<file path="src/rtl/channel_seq_if.sv">
// AXI-Stream link used by channel_seq: the PS-side source stream and the stream to the
// channel waveform mux both use this bundle.
interface channel_seq_if #(
  parameter int DATA_W = 256
);
  logic [DATA_W-1:0] tdata;
  logic              tvalid;
  logic              tready;

  // master drives data/valid; slave drives ready
  modport master (output tdata, output tvalid, input tready);
  modport slave  (input tdata, input tvalid, output tready);
endinterface

</file>
<file path="src/rtl/channel_seq.sv">
// Channel waveform sequencer: loads a waveform from the PS stream into the channel mux,
// then arms, waits for a trigger and plays it for the requested repetitions.
// Optional feature: define CHANNEL_SEQ_TIMEOUT_EN to add the LOAD stall timeout / ERROR state.
module channel_seq #(
  parameter int DATA_W  = 256,
  parameter int LEN_W   = 16,
  parameter int REP_W   = 16,
  parameter int TIMEOUT = 1024
) (
  input  logic               clk,
  input  logic               rst,
  input  logic               start,
  input  logic               abort,
  input  logic [LEN_W-1:0]   length,
  input  logic [REP_W-1:0]   reps,
  channel_seq_if.slave       s_axis,
  channel_seq_if.master      m_axis,
  input  logic               play_beat,
  input  logic               ext_trigger,
  output logic               select_out,
  output logic               trigger_out,
  output logic               busy,
  output logic               done,
  output logic               err,
  output logic [2:0]         state
);

  typedef enum logic [2:0] {
    IDLE  = 3'd0,
    LOAD  = 3'd1,
    ARM   = 3'd2,
    PLAY  = 3'd3,
    DONE  = 3'd4,
    ERROR = 3'd5
  } state_t;

  state_t            state_q, state_d;
  logic [LEN_W-1:0]  len_q, len_d;
  logic [REP_W-1:0]  reps_q, reps_d;
  logic [LEN_W-1:0]  word_q, word_d;
  logic [REP_W-1:0]  rep_q, rep_d;
  logic [DATA_W-1:0] pass_data;
  logic              load_hs;
  logic              last_word;
  logic              last_rep;

  // Stream handshake: both directions are plain valid/ready. A beat transfers on a
  // rising edge where valid and ready are both high; valid never waits on ready. In LOAD
  // the PS stream is wired straight through to the mux with zero latency, otherwise
  // both valid toward the mux and ready toward the PS are held low.
  assign pass_data     = s_axis.tdata;
  assign m_axis.tdata  = pass_data;
  assign m_axis.tvalid = (state_q == LOAD) && s_axis.tvalid;
  assign s_axis.tready = (state_q == LOAD) && m_axis.tready;
  assign load_hs       = (state_q == LOAD) && s_axis.tvalid && m_axis.tready;

  assign last_word = (word_q == len_q - LEN_W'(1));
  assign last_rep  = (rep_q == reps_q - REP_W'(1));

  assign state       = state_q;
  assign busy        = (state_q == LOAD) || (state_q == ARM) || (state_q == PLAY);
  assign select_out  = (state_q == ARM) || (state_q == PLAY);
  assign trigger_out = (state_q == ARM) && ext_trigger && !abort;
  assign done        = (state_q == DONE);

`ifdef CHANNEL_SEQ_TIMEOUT_EN
  localparam int STALL_W = $clog2(TIMEOUT + 1);
  logic [STALL_W-1:0] stall_q, stall_d;
  assign err = (state_q == ERROR);
`else
  logic [31:0] unused_timeout;
  assign unused_timeout = TIMEOUT;
  assign err = 1'b0;
`endif

  always_comb begin
    state_d = state_q;
    len_d   = len_q;
    reps_d  = reps_q;
    word_d  = word_q;
    rep_d   = rep_q;
`ifdef CHANNEL_SEQ_TIMEOUT_EN
    stall_d = stall_q;
`endif
    if (abort && (state_q != IDLE)) begin
      state_d = IDLE;
      word_d  = '0;
      rep_d   = '0;
`ifdef CHANNEL_SEQ_TIMEOUT_EN
      stall_d = '0;
`endif
    end else begin
      case (state_q)
        IDLE: begin
          if (start && (length != '0) && (reps != '0)) begin
            len_d   = length;
            reps_d  = reps;
            word_d  = '0;
            rep_d   = '0;
            state_d = LOAD;
`ifdef CHANNEL_SEQ_TIMEOUT_EN
            stall_d = '0;
`endif
          end
        end
        LOAD: begin
          if (load_hs) begin
`ifdef CHANNEL_SEQ_TIMEOUT_EN
            stall_d = '0;
`endif
            if (last_word) begin
              word_d  = '0;
              state_d = ARM;
            end else begin
              word_d = word_q + LEN_W'(1);
            end
          end
`ifdef CHANNEL_SEQ_TIMEOUT_EN
          else if (stall_q == STALL_W'(TIMEOUT - 1)) begin
            stall_d = '0;
            state_d = ERROR;
          end else begin
            stall_d = stall_q + STALL_W'(1);
          end
`endif
        end
        ARM: begin
          if (ext_trigger) state_d = PLAY;
        end
        PLAY: begin
          if (play_beat) begin
            if (last_word) begin
              word_d = '0;
              if (last_rep) begin
                rep_d   = '0;
                state_d = DONE;
              end else begin
                rep_d = rep_q + REP_W'(1);
              end
            end else begin
              word_d = word_q + LEN_W'(1);
            end
          end
        end
        DONE:    state_d = IDLE;
        // start only releases the error here; a fresh start is needed from IDLE
        ERROR:   if (start) state_d = IDLE;
        default: state_d = IDLE;
      endcase
    end
  end

  always_ff @(posedge clk or negedge rst) begin
    if (!rst) begin
      state_q <= IDLE;
      len_q   <= '0;
      reps_q  <= '0;
      word_q  <= '0;
      rep_q   <= '0;
`ifdef CHANNEL_SEQ_TIMEOUT_EN
      stall_q <= '0;
`endif
    end else begin
      state_q <= state_d;
      len_q   <= len_d;
      reps_q  <= reps_d;
      word_q  <= word_d;
      rep_q   <= rep_d;
`ifdef CHANNEL_SEQ_TIMEOUT_EN
      stall_q <= stall_d;
`endif
    end
  end

endmodule

</file>
<file path="src/flat_wrapper.sv">
// flat-port wrapper written by rule: the top's interface ports become plain ports
module channel_seq_flat 
#(
  parameter int DATA_W  = 256,
  parameter int LEN_W   = 16,
  parameter int REP_W   = 16,
  parameter int TIMEOUT = 1024
)
  (clk, rst, start, abort, length, reps, play_beat, ext_trigger, select_out, trigger_out, busy, done, err, state, s_axis_tdata, s_axis_tvalid, s_axis_tready, m_axis_tdata, m_axis_tvalid, m_axis_tready);
  channel_seq_if #(.DATA_W(DATA_W)) s_axis_i ();
  channel_seq_if #(.DATA_W(DATA_W)) m_axis_i ();
  input  logic clk;
  input  logic rst;
  input  logic start;
  input  logic abort;
  input  logic [LEN_W-1:0] length;
  input  logic [REP_W-1:0] reps;
  input  logic play_beat;
  input  logic ext_trigger;
  output logic select_out;
  output logic trigger_out;
  output logic busy;
  output logic done;
  output logic err;
  output logic [2:0] state;
  input wire logic [$bits(s_axis_i.tdata)-1:0] s_axis_tdata;
  input wire logic [$bits(s_axis_i.tvalid)-1:0] s_axis_tvalid;
  output wire logic [$bits(s_axis_i.tready)-1:0] s_axis_tready;
  output wire logic [$bits(m_axis_i.tdata)-1:0] m_axis_tdata;
  output wire logic [$bits(m_axis_i.tvalid)-1:0] m_axis_tvalid;
  input wire logic [$bits(m_axis_i.tready)-1:0] m_axis_tready;
  assign s_axis_i.tdata = s_axis_tdata;
  assign s_axis_i.tvalid = s_axis_tvalid;
  assign s_axis_tready = s_axis_i.tready;
  assign m_axis_tdata = m_axis_i.tdata;
  assign m_axis_tvalid = m_axis_i.tvalid;
  assign m_axis_i.tready = m_axis_tready;
  channel_seq #(.DATA_W(DATA_W), .LEN_W(LEN_W), .REP_W(REP_W), .TIMEOUT(TIMEOUT)) u_core (.clk(clk), .rst(rst), .start(start), .abort(abort), .length(length), .reps(reps), .s_axis(s_axis_i), .m_axis(m_axis_i), .play_beat(play_beat), .ext_trigger(ext_trigger), .select_out(select_out), .trigger_out(trigger_out), .busy(busy), .done(done), .err(err), .state(state));
endmodule
</file>
<file path="config.mk">
export PLATFORM = sky130hd
export DESIGN_NAME = channel_seq_flat
export DESIGN_NICKNAME = d
export VERILOG_FILES = /design/src/rtl/channel_seq_if.sv /design/src/rtl/channel_seq.sv /design/src/flat_wrapper.sv
export SDC_FILE = /design/constraint.sdc
export NUM_CORES = 1
export LEC_CHECK = 0
export ABC_AREA = 1
export ABC_CLOCK_PERIOD_IN_PS = 3550
export BUFFER_PORTS_ARGS = -buffer_cell sky130_fd_sc_hd__clkbuf_2
export CORE_AREA = 10 10 209 211
export DETAILED_ROUTE_END_ITERATION = 8
export DIE_AREA = 0 0 219 221
export SYNTH_ARGS = -nofsm -noshare
export SYNTH_HDL_FRONTEND = slang
export SYNTH_SLANG_ARGS = --single-unit
</file>
<file path="constraint.sdc">
create_clock -name clk -period 3.55 [get_ports clk]
set_input_delay 0.71 -clock clk [delete_from_list [all_inputs] [get_ports clk]]
set_output_delay 0.71 -clock clk [all_outputs]
set_load 0.02 [all_outputs]
</file>
# [Word-level counts from Yosys, hierarchy flattened]
# Index checks and enable logic that the tools add are counted.
[classes] addsub=4 multipliers=0 div_mod_pow=0 order_cmp=0 eq_ne=15 shifts=0 mux=21 n_bitwise=1 n_reduce_logical=22
[ops] operator="$mux W16" count=9
[ops] operator="$pmux W16 S3" count=1
[ops] operator="$add A16 B1 Y16 const B" count=2
[ops] operator="$eq A16 B16 Y1" count=2
[ops] operator="$pmux W16 S2" count=1
[ops] operator="$reduce_bool A16 Y1" count=2
[ops] operator="$sub A16 B1 Y16 const B" count=2
[ops] operator="$mux W3" count=9
[ops] operator="$ne A3 B2 Y1 const B" count=5
[ops] operator="$pmux W3 S5" count=1
[ops] operator="$logic_and A1 B1 Y1" count=8
[ops] operator="$reduce_and A4 Y1" count=2
[ops] operator="$reduce_and A8 Y1" count=1
[ops] operator="$eq A3 B2 Y1 const B" count=2
[ops] operator="$eq A3 B3 Y1 const B" count=2
[ops] operator="$ne A3 B3 Y1 const B" count=2
[ops] operator="$reduce_bool A3 Y1" count=2
[ops] operator="$reduce_bool A4 Y1" count=1
[ops] operator="$eq A3 B1 Y1 const B" count=1
[ops] operator="$logic_not A3 Y1" count=1
[ops] operator="$logic_or A1 B1 Y1" count=3
[ops] operator="$ne A3 B1 Y1 const B" count=1
[ops] operator="$reduce_and A3 Y1" count=1
[ops] operator="$logic_not A1 Y1" count=1
[ops] operator="$not A1 Y1" count=1
[totals] regBits=67 latch_bits=0 ram_bits=0 rom_bits=0 in_bits=296 output_inout_bits=266 wordCells=68 n_memories=0

# [Logic depth before layout (Yosys ltp)]
[logic_depth] depth_word=7 mapped_depth=17 ltp_nobuf=17

# [Least setup slack after synthesis]
# Ideal clock, no wire load.
[synth_path] path_type="flip-flop to flip-flop" from="register u_core.len_q[0]" to="register u_core.rep_q[3]" setup_ns=0.119 arrival_ns=1.827 required_time_ns=3.431 slack_ns=1.603 path_stages_with_launch=17 path_buffers=1 synth_period_minus_slack_ns=1.947 path_cell_list="dfrtp_1 inv_2 ha_1 nand2_2 nor2_4 nand2_1 nand2_1 nand2_1 nor2_1 nand2_1 nor2_2 nand2_2 nand2_2 nand2_4 buf_6 nand2_1 o21ai_2"
[synth_via] elab_chain_len=4
[synth_lines] element="from (decl)" line="channel_seq.sv:38" rtl="logic [LEN_W-1:0] len_q, len_d;"
[synth_lines] element="from (signal assigned)" line="channel_seq.sv:165" rtl="len_q <= len_d;"
[synth_lines] element="$sub A16 B1 Y16" line="channel_seq.sv:57" rtl="assign last_word = (word_q == len_q - LEN_W'(1));"
[synth_lines] element="$eq A16 B16 Y1" line="channel_seq.sv:57"
[synth_lines] element="$ne A3 B2 Y1 (no line)"
[synth_lines] element="$reduce_and A4 Y1 (no line)"
[synth_lines] element="to (signal assigned)" line="channel_seq.sv:168" rtl="rep_q <= rep_d;"
[synth_lines] element="to (decl)" line="channel_seq.sv:41" rtl="logic [REP_W-1:0] rep_q, rep_d;"
# No other way between the ends.
# A chain may end at the register's enable or synchronous reset.

# [Final worst setup path]
[layout_path] from="register u_core.reps_q[0]" to="register u_core.state_q[1], in the netlist u_core.state[1]"
[layout_via] elab_chain_len=4
[layout_lines] element="from (decl)" line="channel_seq.sv:39" rtl="logic [REP_W-1:0] reps_q, reps_d;"
[layout_lines] element="from (signal assigned)" line="channel_seq.sv:166" rtl="reps_q <= reps_d;"
[layout_lines] element="$sub A16 B1 Y16" line="channel_seq.sv:58" rtl="assign last_rep = (rep_q == reps_q - REP_W'(1));"
[layout_lines] element="$eq A16 B16 Y1" line="channel_seq.sv:58"
[layout_lines] element="$ne A3 B2 Y1 (no line)"
[layout_lines] element="$reduce_and A8 Y1 (no line)"
[layout_lines] element="to (signal assigned)" line="channel_seq.sv:164" rtl="state_q <= state_d;"
[layout_lines] element="to (decl)" line="channel_seq.sv:37" rtl="state_t state_q, state_d;"
# No other way between the ends.

==> results.txt <==
- Final critical-path setup slack: between 0.9 and 1 ns
- Data arrives at the worst endpoint at 2.79 ns.
- Walking the worst path, the cells encountered are inv_1, ha_1, nand3_1, nor2_2, nand3_1, nand2_1, nand2_1, nor2_2, nand3_2, nand2_1, nand4_1, nand2_1, nand2_1.
- Cells after synthesis: a little over 1000
- Wires add up to 22.6 mm.
- # port buffers: 48
* Period utilisation layout: 0.720
- Detailed placement ended at an HPWL of around 19 mm.
- Average cell area after synthesis: between 6 and 7 um2
- GRT overflow: 0
* Transition time of the tightest slew-check pin: approximately 0.91 ns
- Ranked by total cell area, the synthesized netlist is headed by buf_4, dfrtp_1, nand2_1.
- Leakage: between 2 and 3 nW
- Post-detailed-route count of antenna-violating nets: 0
* Post-synth top area cell: buf_4
- Dividing the detail-routed via count by the number of cells gives between 3 and 4.
- Largest family of logic cells by synthesized area: buffers and inverters
- Of the total synthesized cell area, the portion taken by XOR and XNOR cells is 0.0589.
* Number of vias in the routed layout: between 5000 and 6000
* Post-route minimum period: between 2 and 3 ns
- Peak Freq: 0.391 GHz
* Clock transition at the registers of the reported paths: approximately 0.060 ns
- First-pass GRT wire length: 32.6 mm
- Post-Synth Adder-Cell Area: 0.00707
* Final Hold Vio Count: 0
- Placement Cell Area: around 6000 um2
- Clock tree synthesis found a total of 67 sinks.
- Synth Cell Area: approximately 7100 um2
- The synthesized design contains between 60 and 70 register bits.
* Final weighted congestion in routability-driven placement: 0.804
- Power Density: about 660 nW/um2
* Cell row count: 73
- Relative to the synthesized area, the layout overhead comes to -10.5%.
* Number of warnings issued by yosys: 0
- The first TritonRoute pass finished after 4 iterations.
- Prior to clock tree synthesis, the placed netlist has a worst setup slack of 0.727 ns.
- Crit. End Element: register
- For this configuration, the core starts out at a cell density of 0.179.
- The worst-case IR drop observed on VDD is ~0.25 mV.
- Worst-case clock skew: 0.0135 ns
- Dividing the detail-routed wire length by the instance count gives 16.8 um.
* Root Buffer: clkbuf_16
* Simple-gate portion of the synthesized area: 0.284
- TritonCTS built the clock tree.
- Class of the most critical hold timing path: reg -> reg
* CTS H-tree lvls: 3
- Proportion of layout cells with a drive suffix above 1: 0.150
* Number of different library cells in the post-synthesis netlist: 38
- Entering global routing, the biggest net connects 68 pins.
- The number of gates resized after CTS was 0.
- Std-Cell Core Area: about 40000 um2
- The flow ran to the end, and the final reports show no timing, DRC or antenna violations.
- Share of the synthesized area in the top cell type: 0.274
- Total track usage: 0.0894
- The critical path is of the reg -> reg type.
- For this design the top-level I/O count stands at 562.
- After the first detailed-routing iteration, the DRC count stood at about 250.
- The number of antenna diodes in the final layout is 0.
- CP startpoint kind: register
- Height of the chip: between 200 and 250 um
- The portion of synthesized area spent on multiplexers is 0.00636.
- Setup violations remaining at the end of the flow were counted as 0.
* Layout Cell Area excl Fill: about 6300 um2
- Counting both buffers and inverters, the worst setup path holds a total of 1.
- Synthesized net count: approximately 1300
- Antenna violations before repair: 0
- For this design, the slowest cell found on the critical path is dfrtp_1.
- Total chip power: 0.00420 W
- For the final routed database, the setup TNS stands at 0 ns.
- The die covers 48400 um2.
- RSZ-0062 raised after global routing: no
* Nets: ~1100
- For this run, the slowest stage of the critical path takes about 0.4 ns.
- The most numerous cell type found on the critical path is nand2_1.
- Number of global-route vias before repair: around 5300
- In this run, CTS created clock tree buffers numbering 9.
- Horizontal die dimension: between 200 and 250 um
- Along the worst path, the maximum fanout reaches 15.
- Number of buffers on the longest clock path: 2
* Final routed DRC violation total: 0
- Maximum Capacitance Violations: 0
- Required @ worst endpoint: 3.79 ns
- The share of the Yosys chip area taken by registers is 0.237.
- At the later pin of the worst-skew pair, clock insertion delay measures 0.35 ns.
- Final max-slew violation count: 0
* Fraction of the mapped netlist area in compound gates: 0.0605
- On the critical path the largest part of the delay comes from simple AND/OR/NAND/NOR gates.
- Worst slew margin: 0.393
- The number of setup buffers added after CTS is 0.
- For this design, the CTS-stage hold fixing added 0 buffers.
## cells in the mapped netlist (all sizes together)
cell	number
and2	1
xnor2	12
conb	1
inv	112
buf	265
dfrtp	67
nor4	5
nor3	14
nand4	31
or2	2
nand2	228
xnor3	1
nor2	103
mux2	4
o21ai	52
nand3	51
nand3b	11
a21oi	15
o21bai	1
clkbuf	9
ha	4
o22ai	4
xor2	33
## cells in the final DEF, fill, tap and decap left out, types with 2 or more instances in the layout
cell type    n
nand2_1    221
inv_1      103
nor2_1      90
dfrtp_1     67
nand3_1     49
clkbuf_2    47
o21ai_0     35
xor2_1      33
nand4_1     31
o21ai_2     14
a21oi_1     13
xnor2_1     12
nor3_1      11
nor2_2      11
nand3b_1    11
inv_2        9
clkbuf_16    9
buf_4        8
nor4_1       5
nand2_2      5
mux2_1       4
o22ai_1      4
ha_1         4
o21ai_1      3
clkbuf_8     3
nand2_4      2
nor3_2       2
or2_2        2
a21oi_2      2
## final timing paths
| check | cells past startpoint | startpoint | slack [ns] | to |
|---|---|---|---|---|
| setup / recovery | 13 | u_core.reps_q[0] | 0.99 | u_core.state[1] |
| hold / removal | 2 | u_core.reps_q[1] | 0.52 | u_core.reps_q[1] |
| setup reg to reg | 13 | u_core.reps_q[0] | 0.99 | u_core.state[1] |
| hold reg to reg | 2 | u_core.reps_q[1] | 0.52 | u_core.reps_q[1] |
| max in group asynchronous | 2 | rst | 2.37 | u_core.len_q[1] |
| min in group asynchronous | 2 | rst | 0.54 | u_core.reps_q[4] |
## cell families after synthesis
| group | count (synthesis) |
|---|---|
| AND/OR/NAND/NOR | 446 |
| multiplexers | 4 |
| other | 1 |
| AO/OA/AOI/OAI | 72 |
| buffers and inverters | 386 |
| XOR/XNOR | 46 |
| flip-flops | 67 |
| adder cells (fa/ha/maj) | 4 |
## tightest hold or removal path, delay by kind of cell, from the launching register on
family             cells  cell delay [ns]
DFF                    1             0.36
AOI/OAI and AO/OA      1             0.06
and+or+nand+nor        1             0.06
## per-stage QoR
step	util	hold slack, ns	instances
after floorplan	-	0.414	1026
after global placement	0.152	0.505	1333
after detailed placement	0.152	0.512	1333
after CTS	0.160	0.525	1349
after global routing	0.160	0.582	1349
final	0.160	0.519	1349
## sequential cells by signal (all words and copies together) (netlist names)
register and cells:
u_core.reps_q 16, u_core.state 3, u_core.word_q 16, u_core.len_q 16
u_core.rep_q 16
## final cells by class
class / instances / area [um2]
multi-input cells: 573 / 2960
clock buffers: 12 / 267
repair buffers: 56 / 300
well taps: 525 / 657
fillers: 4565 / 33100
flip-flops and latches: 67 / 1680
clock inverters: 4 / 55.1
inverters: 112 / 420
## where the power goes
part,internal [W],total (W),switching (W)
sequential,0.000960,0.00126,0.000303
combinational,0.000663,0.00196,0.00130
clock,0.000605,0.000968,0.000363
## layer usage
metal	global-route usage	wire, um	vias up
met3	0.0473	2840	133
met5	0.0104	44	-
li1	-	-	2542
met4	0.0636	1490	2
met1	0.0831	7460	2383
met2	0.147	10800	267
No activity file was read; power rests on OpenSTA's default activity.
